<file path="config.mk">
export PLATFORM = sky130hd
export DESIGN_NAME = instr_loader
export DESIGN_NICKNAME = d
export VERILOG_FILES = /design/src/rtl/loader_pkg.sv /design/src/rtl/byte_packer.sv /design/src/rtl/instr_loader.sv
export SDC_FILE = /design/constraint.sdc
export NUM_CORES = 1
export LEC_CHECK = 0
export CAP_MARGIN = 20
export CORE_UTILIZATION = 40
export CTS_CLUSTER_DIAMETER = 30
export DETAILED_ROUTE_END_ITERATION = 6
export GPL_ROUTABILITY_DRIVEN = 0
export HOLD_SLACK_MARGIN = 0.08
export RECOVER_POWER = 25
export REMOVE_ABC_BUFFERS = 1
export SLEW_MARGIN = 20
export SYNTH_ARGS = -nofsm -noshare
export SYNTH_HDL_FRONTEND = slang
export SYNTH_SLANG_ARGS = --single-unit
</file>
<file path="constraint.sdc">
create_clock -name clk -period 2.2 [get_ports clk]
set_input_delay 0.22 -clock clk [delete_from_list [all_inputs] [get_ports clk]]
set_output_delay 0.22 -clock clk [all_outputs]
set_load 0.1 [all_outputs]
</file>
<file path="src/rtl/loader_pkg.sv">
// Shared types and constants for the instruction loader.
//   loader_state_t : loader FSM state encoding
//   LEN_BYTES      : bytes in the frame length header
//   WORD_BYTES     : bytes per instruction word
package loader_pkg;

  typedef enum logic [2:0] {
    S_IDLE   = 3'd0,
    S_LEN_LO = 3'd1,
    S_LEN_HI = 3'd2,
    S_DATA   = 3'd3,
    S_CHECK  = 3'd4,
    S_DONE   = 3'd5,
    S_ERR    = 3'd6
  } loader_state_t;

  localparam int LEN_BYTES  = 2;
  localparam int WORD_BYTES = 4;

endpackage

</file>
<file path="src/rtl/byte_packer.sv">
// Packs a little-endian byte stream into 32-bit words.
//   clk, rst   : clock, async active-low reset
//   clr        : restart packing at byte lane 0
//   push       : byte_in is consumed this cycle
//   byte_in    : stream byte
//   word_out   : assembled word, valid when word_done is high
//   word_done  : this push completes a word (combinational, same cycle)
module byte_packer
  import loader_pkg::*;
(
  input  logic        clk,
  input  logic        rst,
  input  logic        clr,
  input  logic        push,
  input  logic [7:0]  byte_in,
  output logic [31:0] word_out,
  output logic        word_done
);

  logic [1:0]  idx_q;
  logic [23:0] lanes_q;

  // The fourth byte is not stored; it is combined directly so the caller can
  // register the full word on the same edge that accepts that byte.
  assign word_out  = {byte_in, lanes_q};
  assign word_done = push && (idx_q == 2'(WORD_BYTES - 1));

  always_ff @(posedge clk or negedge rst) begin
    if (!rst) begin
      idx_q   <= 2'd0;
      lanes_q <= 24'd0;
    end else if (clr) begin
      idx_q   <= 2'd0;
      lanes_q <= 24'd0;
    end else if (push) begin
      idx_q   <= idx_q + 2'd1;
      lanes_q <= {byte_in, lanes_q[23:8]};
    end
  end

endmodule

</file>
<file path="src/rtl/instr_loader.sv">
// Loads instruction memory from a framed byte stream while holding the CPU
// in reset. Frame: LEN_LO, LEN_HI, 4*N little-endian payload bytes, XOR cs.
//   clk, rst        : clock, async active-low reset
//   load_req        : pulse to start a load (only honoured when not loading)
//   in_valid/in_data/in_ready : byte stream handshake
//   mem_wen/mem_addr/mem_wdata: one-cycle word write strobe, address, data
//   cpu_hold        : CPU held in reset
//   done / error    : result of the last load
//   words_loaded    : words written in the current or last load
//
// state    | meaning
// ---------+---------------------------------------------
// S_IDLE   | no load since reset
// S_LEN_LO | waiting for length low byte
// S_LEN_HI | waiting for length high byte, range check
// S_DATA   | receiving payload, one write per 4 bytes
// S_CHECK  | waiting for checksum byte
// S_DONE   | load good, CPU released
// S_ERR    | load failed (oversize or bad checksum)
module instr_loader
  import loader_pkg::*;
#(
  parameter int PC_WIDTH   = 16,
  parameter int DATA_WIDTH = 32,
  parameter int BASE_ADDR  = 0
) (
  input  logic                  clk,
  input  logic                  rst,
  input  logic                  load_req,
  input  logic                  in_valid,
  input  logic [7:0]            in_data,
  output logic                  in_ready,
  output logic                  mem_wen,
  output logic [PC_WIDTH-1:0]   mem_addr,
  output logic [DATA_WIDTH-1:0] mem_wdata,
  output logic                  cpu_hold,
  output logic                  done,
  output logic                  error,
  output logic [PC_WIDTH-3:0]   words_loaded
);

  localparam logic [PC_WIDTH-1:0] BASE      = PC_WIDTH'(BASE_ADDR);
  localparam logic [31:0]         MAX_WORDS = 32'((1 << (PC_WIDTH - 2)) - (BASE_ADDR / 4));
  localparam logic [PC_WIDTH-3:0] WL_ONE    = 1;

  loader_state_t         state_q;
  logic [7:0]            len_lo_q;
  logic [15:0]           rem_q;
  logic [7:0]            xor_q;
  logic                  mem_wen_q;
  logic [PC_WIDTH-1:0]   mem_addr_q;
  logic [DATA_WIDTH-1:0] mem_wdata_q;
  logic                  cpu_hold_q;
  logic                  done_q;
  logic                  error_q;
  logic [PC_WIDTH-3:0]   words_q;

  logic                  xfer;
  logic                  start;
  logic [15:0]           len_d;
  logic [PC_WIDTH-1:0]   addr_d;
  logic [31:0]           word;
  logic                  word_done;

  assign in_ready = (state_q == S_LEN_LO) || (state_q == S_LEN_HI) ||
                    (state_q == S_DATA)   || (state_q == S_CHECK);
  assign xfer     = in_valid && in_ready;
  assign start    = load_req && !in_ready;
  assign len_d    = {in_data, len_lo_q};
  assign addr_d   = BASE + {words_q, 2'b00};

  byte_packer u_packer (
    .clk       (clk),
    .rst       (rst),
    .clr       (start),
    .push      (xfer && (state_q == S_DATA)),
    .byte_in   (in_data),
    .word_out  (word),
    .word_done (word_done)
  );

  always_ff @(posedge clk or negedge rst) begin
    if (!rst) begin
      state_q     <= S_IDLE;
      len_lo_q    <= 8'd0;
      rem_q       <= 16'd0;
      xor_q       <= 8'd0;
      mem_wen_q   <= 1'b0;
      mem_addr_q  <= '0;
      mem_wdata_q <= '0;
      cpu_hold_q  <= 1'b0;
      done_q      <= 1'b0;
      error_q     <= 1'b0;
      words_q     <= '0;
    end else begin
      mem_wen_q <= 1'b0;
      case (state_q)
        S_IDLE, S_DONE, S_ERR: begin
          if (start) begin
            state_q    <= S_LEN_LO;
            done_q     <= 1'b0;
            error_q    <= 1'b0;
            words_q    <= '0;
            xor_q      <= 8'd0;
            cpu_hold_q <= 1'b1;
          end
        end
        S_LEN_LO: begin
          if (xfer) begin
            len_lo_q <= in_data;
            xor_q    <= xor_q ^ in_data;
            state_q  <= S_LEN_HI;
          end
        end
        S_LEN_HI: begin
          if (xfer) begin
            xor_q <= xor_q ^ in_data;
            rem_q <= len_d;
            if ({16'd0, len_d} > MAX_WORDS) begin
              state_q <= S_ERR;
              error_q <= 1'b1;
            end else if (len_d == 16'd0) begin
              state_q <= S_CHECK;
            end else begin
              state_q <= S_DATA;
            end
          end
        end
        S_DATA: begin
          if (xfer) begin
            xor_q <= xor_q ^ in_data;
            if (word_done) begin
              mem_wen_q   <= 1'b1;
              mem_addr_q  <= addr_d;
              mem_wdata_q <= DATA_WIDTH'(word);
              words_q     <= words_q + WL_ONE;
              rem_q       <= rem_q - 16'd1;
              // rem_q counts down the words still to write; 1 means this was the last
              if (rem_q == 16'd1) state_q <= S_CHECK;
            end
          end
        end
        S_CHECK: begin
          if (xfer) begin
            if (in_data == xor_q) begin
              state_q    <= S_DONE;
              done_q     <= 1'b1;
              cpu_hold_q <= 1'b0;
            end else begin
              state_q <= S_ERR;
              error_q <= 1'b1;
            end
          end
        end
        default: state_q <= S_IDLE;
      endcase
    end
  end

  assign mem_wen      = mem_wen_q;
  assign mem_addr     = mem_addr_q;
  assign mem_wdata    = mem_wdata_q;
  assign cpu_hold     = cpu_hold_q;
  assign done         = done_q;
  assign error        = error_q;
  assign words_loaded = words_q;

endmodule
</file>
==> results_dict.tcl <==
set metrics [dict create \
    worst_slew_margin_rel 0.206 \
    vias 4970 \
    post-place-cells 910 \
    sequential_cell_area_um2 3130 \
    timing.clock.skew_ns 0.00543 \
    route.detailed.drc 0 \
    postSynth.asyncResetShare 1.00 \
    avgRoutedWirePerCell_um 15.5 \
    netlist_area_um2 5830 \
    timing.critical_path.arrival_ns 2.34 \
    clkTransAtPathRegs_ns 0.05 \
    timing.critical_path.to_type "flip-flop" \
    criticalPathCategory "flip-flop to flip-flop" \
    timing.fmax_ghz 0.498 \
    min_period_over_period 0.913 \
    antenna_violating_nets_post_route 0 \
    cts.root.buffer_cell "sky130_fd_sc_hd__clkbuf_16" \
    crit_required_ns 2.53 \
    post_synth.cell_area_avg_um2 8.78 \
    first_pass_iters 5 \
    fp.coreArea_um2 14000 \
    ioPinCount 79 \
    vdd.ir_drop.worst_mv 0.537 \
    grt_first_pass_wirelength_um 24000 \
    cts.htree.levels 4 \
    power-per-cell-area_nw_per_um2 1150 \
    synth.most_common_cell "sky130_fd_sc_hd__nand2_1" \
    die-area_um2 15100 \
    finish.utilization 0.519 \
    viasPerCell 5.28 \
    ys_seq_area_frac 0.537 \
    clock_latency_ns 0.41 \
    layout.nets 766 \
    period_minus_slack_ns 2.01 \
    synthTopCellsByCount "210 x sky130_fd_sc_hd__nand2_1, 125 x sky130_fd_sc_hd__dfrtp_1, 52 x sky130_fd_sc_hd__a21oi_1" \
    cts_post_setup_buffers_inserted 0 \
    timing.setup.tns_ns 0 \
    timing.critical_path.from_type "flip-flop" \
    cts-buffers-inserted 17 \
    timing.final.hold_violations 0 \
    p_leak_nw 3.51 \
    port_buffers 76 \
    groute.usage.overall 0.208 \
    ys.warnings.count 0 \
    ys_seq_elements 125 \
    fillCellCount 1324 \
    critical_path.max_fanout 11 \
    drive_gt1_frac 0.189 \
    netlist-cell-type-count 56 \
    vias_in_the_first_global_route 4732 \
    cap_viol_max_count 0 \
    final_max_slew_viol_count 0 \
    core.rowCount 43 \
    synth_largest_area_cell "sky130_fd_sc_hd__dfrtp_1" \
    layout.cell_area.non_filler_um2 7290 \
    wirelength_um 14600 \
    setup_repair_after_global_routing_missed_its_margin "no" \
    synth_enable_flop_cells 0 \
    clockBufferDepth 2 \
    outcome "finished, final reports clean" \
    finish.cell_count_without_fillers 941 \
    setup.reg_to_reg.worst_slack_ns 0.19 \
    synth-main-ff-cell "sky130_fd_sc_hd__dfrtp_1" \
    dpl_worst_slack_ns 0.113 \
    worstHoldPathCells 2 \
    post_synth_main_area_contributors "sky130_fd_sc_hd__dfrtp_1 54%, sky130_fd_sc_hd__nand2_1 14%, sky130_fd_sc_hd__a21oi_1 4.5%, sky130_fd_sc_hd__o21ai_0 3.9%, sky130_fd_sc_hd__nor2_1 2.3%" \
    globalRoute.totalOverflow 0 \
    area_growth_syn_to_layout_pct 25.0 \
    cts_tree "built" \
    antenna_cells 0 \
    grt_max_degree 46 \
    chipWidth_um 123 \
    total_power_mw 8.36 \
    clock-sinks 125 \
    initial_utilization 0.415 \
    fin_worst_hold_slack_ns 0.468 \
    hold_path.class "flip-flop to flip-flop" \
    final_hpwl_dp_um 9740 \
    reg2regPathDepth 7 \
    antenna_violations_before_repair 0 \
    multiInputGateArea_um2 2470 \
    synth_top_cell_area_share 0.537 \
    chipHeight_um 123 \
    placed_cell_areas_um2 6760 \
    tightest_slew_ns 1.19 \
    final_setup_violation_count 0 \
    setup_ws_ns 0.191 \
    netlist_instances 664 \
    drt_iter0_markers 326 \
]
placed cells by master (no fill, tap or decap), drive strengths merged, types with 10 or more instances in the layout:
cell,synthesis,layout
nand3,19,19
o21ai,46,46
xnor2,11,11
buf,13,98
clkdlybuf4s50,0,10
nor2,35,35
clkbuf,33,25
dfrtp,125,125
a21oi,53,53
nand2,211,211
critical path, cell delays in order, from the launching register on:
cell and delay (ns):
sky130_fd_sc_hd__dfrtp_1 0.48, sky130_fd_sc_hd__buf_4 0.21, sky130_fd_sc_hd__and4b_1 0.27, sky130_fd_sc_hd__nand2_4 0.11
sky130_fd_sc_hd__clkinv_4 0.08, sky130_fd_sc_hd__a21oi_2 0.07, sky130_fd_sc_hd__or4b_1 0.53, sky130_fd_sc_hd__a21oi_1 0.16
registers in the layout (all words and copies together) (netlist names):
register	cells
words_loaded	14
rem_q	16
u_packer.idx_q	2
state_q	3
done	1
mem_addr	14
len_lo_q	8
mem_wen	1
u_packer.lanes_q	24
error	1
cpu_hold	1
xor_q	8
mem_wdata	32
where the power goes:
group          leakage, nW  switching (mW)  internal, mW  total, mW
Combinational         1.57            1.64         0.952       2.59
Clock                0.271           0.951          1.61       2.56
Sequential            1.67           0.456          2.75       3.21
Total                 3.51            3.04          5.32       8.36
metal layers:
metal | track usage | vias up | routed length [um]
li1 | - | 2409 | -
met1 | 0.277 | 2405 | 6840
met2 | 0.332 | 129 | 6890
met3 | 0.0428 | 27 | 631
met4 | 0.0838 | 0 | 245
met5 | 0 | - | 0
area by class of cell:
type	count	area share
clock buffers	22	0.0651
clock inverters	8	0.00927
multi-input cells	484	0.339
well taps	180	0.0309
flip-flops and latches	125	0.429
repair buffers	112	0.121
inverters	10	0.00584
cells by family after synthesis:
kind of cell / after synthesis / share of synthesized area
AO/OA/AOI/OAI: 131 / 0.128
XOR/XNOR: 17 / 0.0255
adder cells (fa/ha/maj): 5 / 0.0103
buffers and inverters: 56 / 0.0416
flip-flops: 125 / 0.537
multiplexers: 11 / 0.0208
other: 1 / 0.000643
AND/OR/NAND/NOR: 318 / 0.236
what timing repair did:
item                                    in CTS  in global routing
endpoints found under the setup margin       0                  1
hold buffers                                 1                  0
hold endpoints to repair                    42                  0
resized for setup                            0                  1
worst paths after layout:
check	from	endpoint
worst max-delay path	state_q[0]	words_loaded[13]
worst min-delay path	u_packer.lanes_q[5]	mem_wdata[5]
worst max register to register	state_q[0]	words_loaded[13]
worst min register to register	u_packer.lanes_q[5]	mem_wdata[5]
max in group asynchronous	rst	mem_wdata[24]
min in group asynchronous	rst	mem_addr[8]
Power figures use the tool's default switching activity.
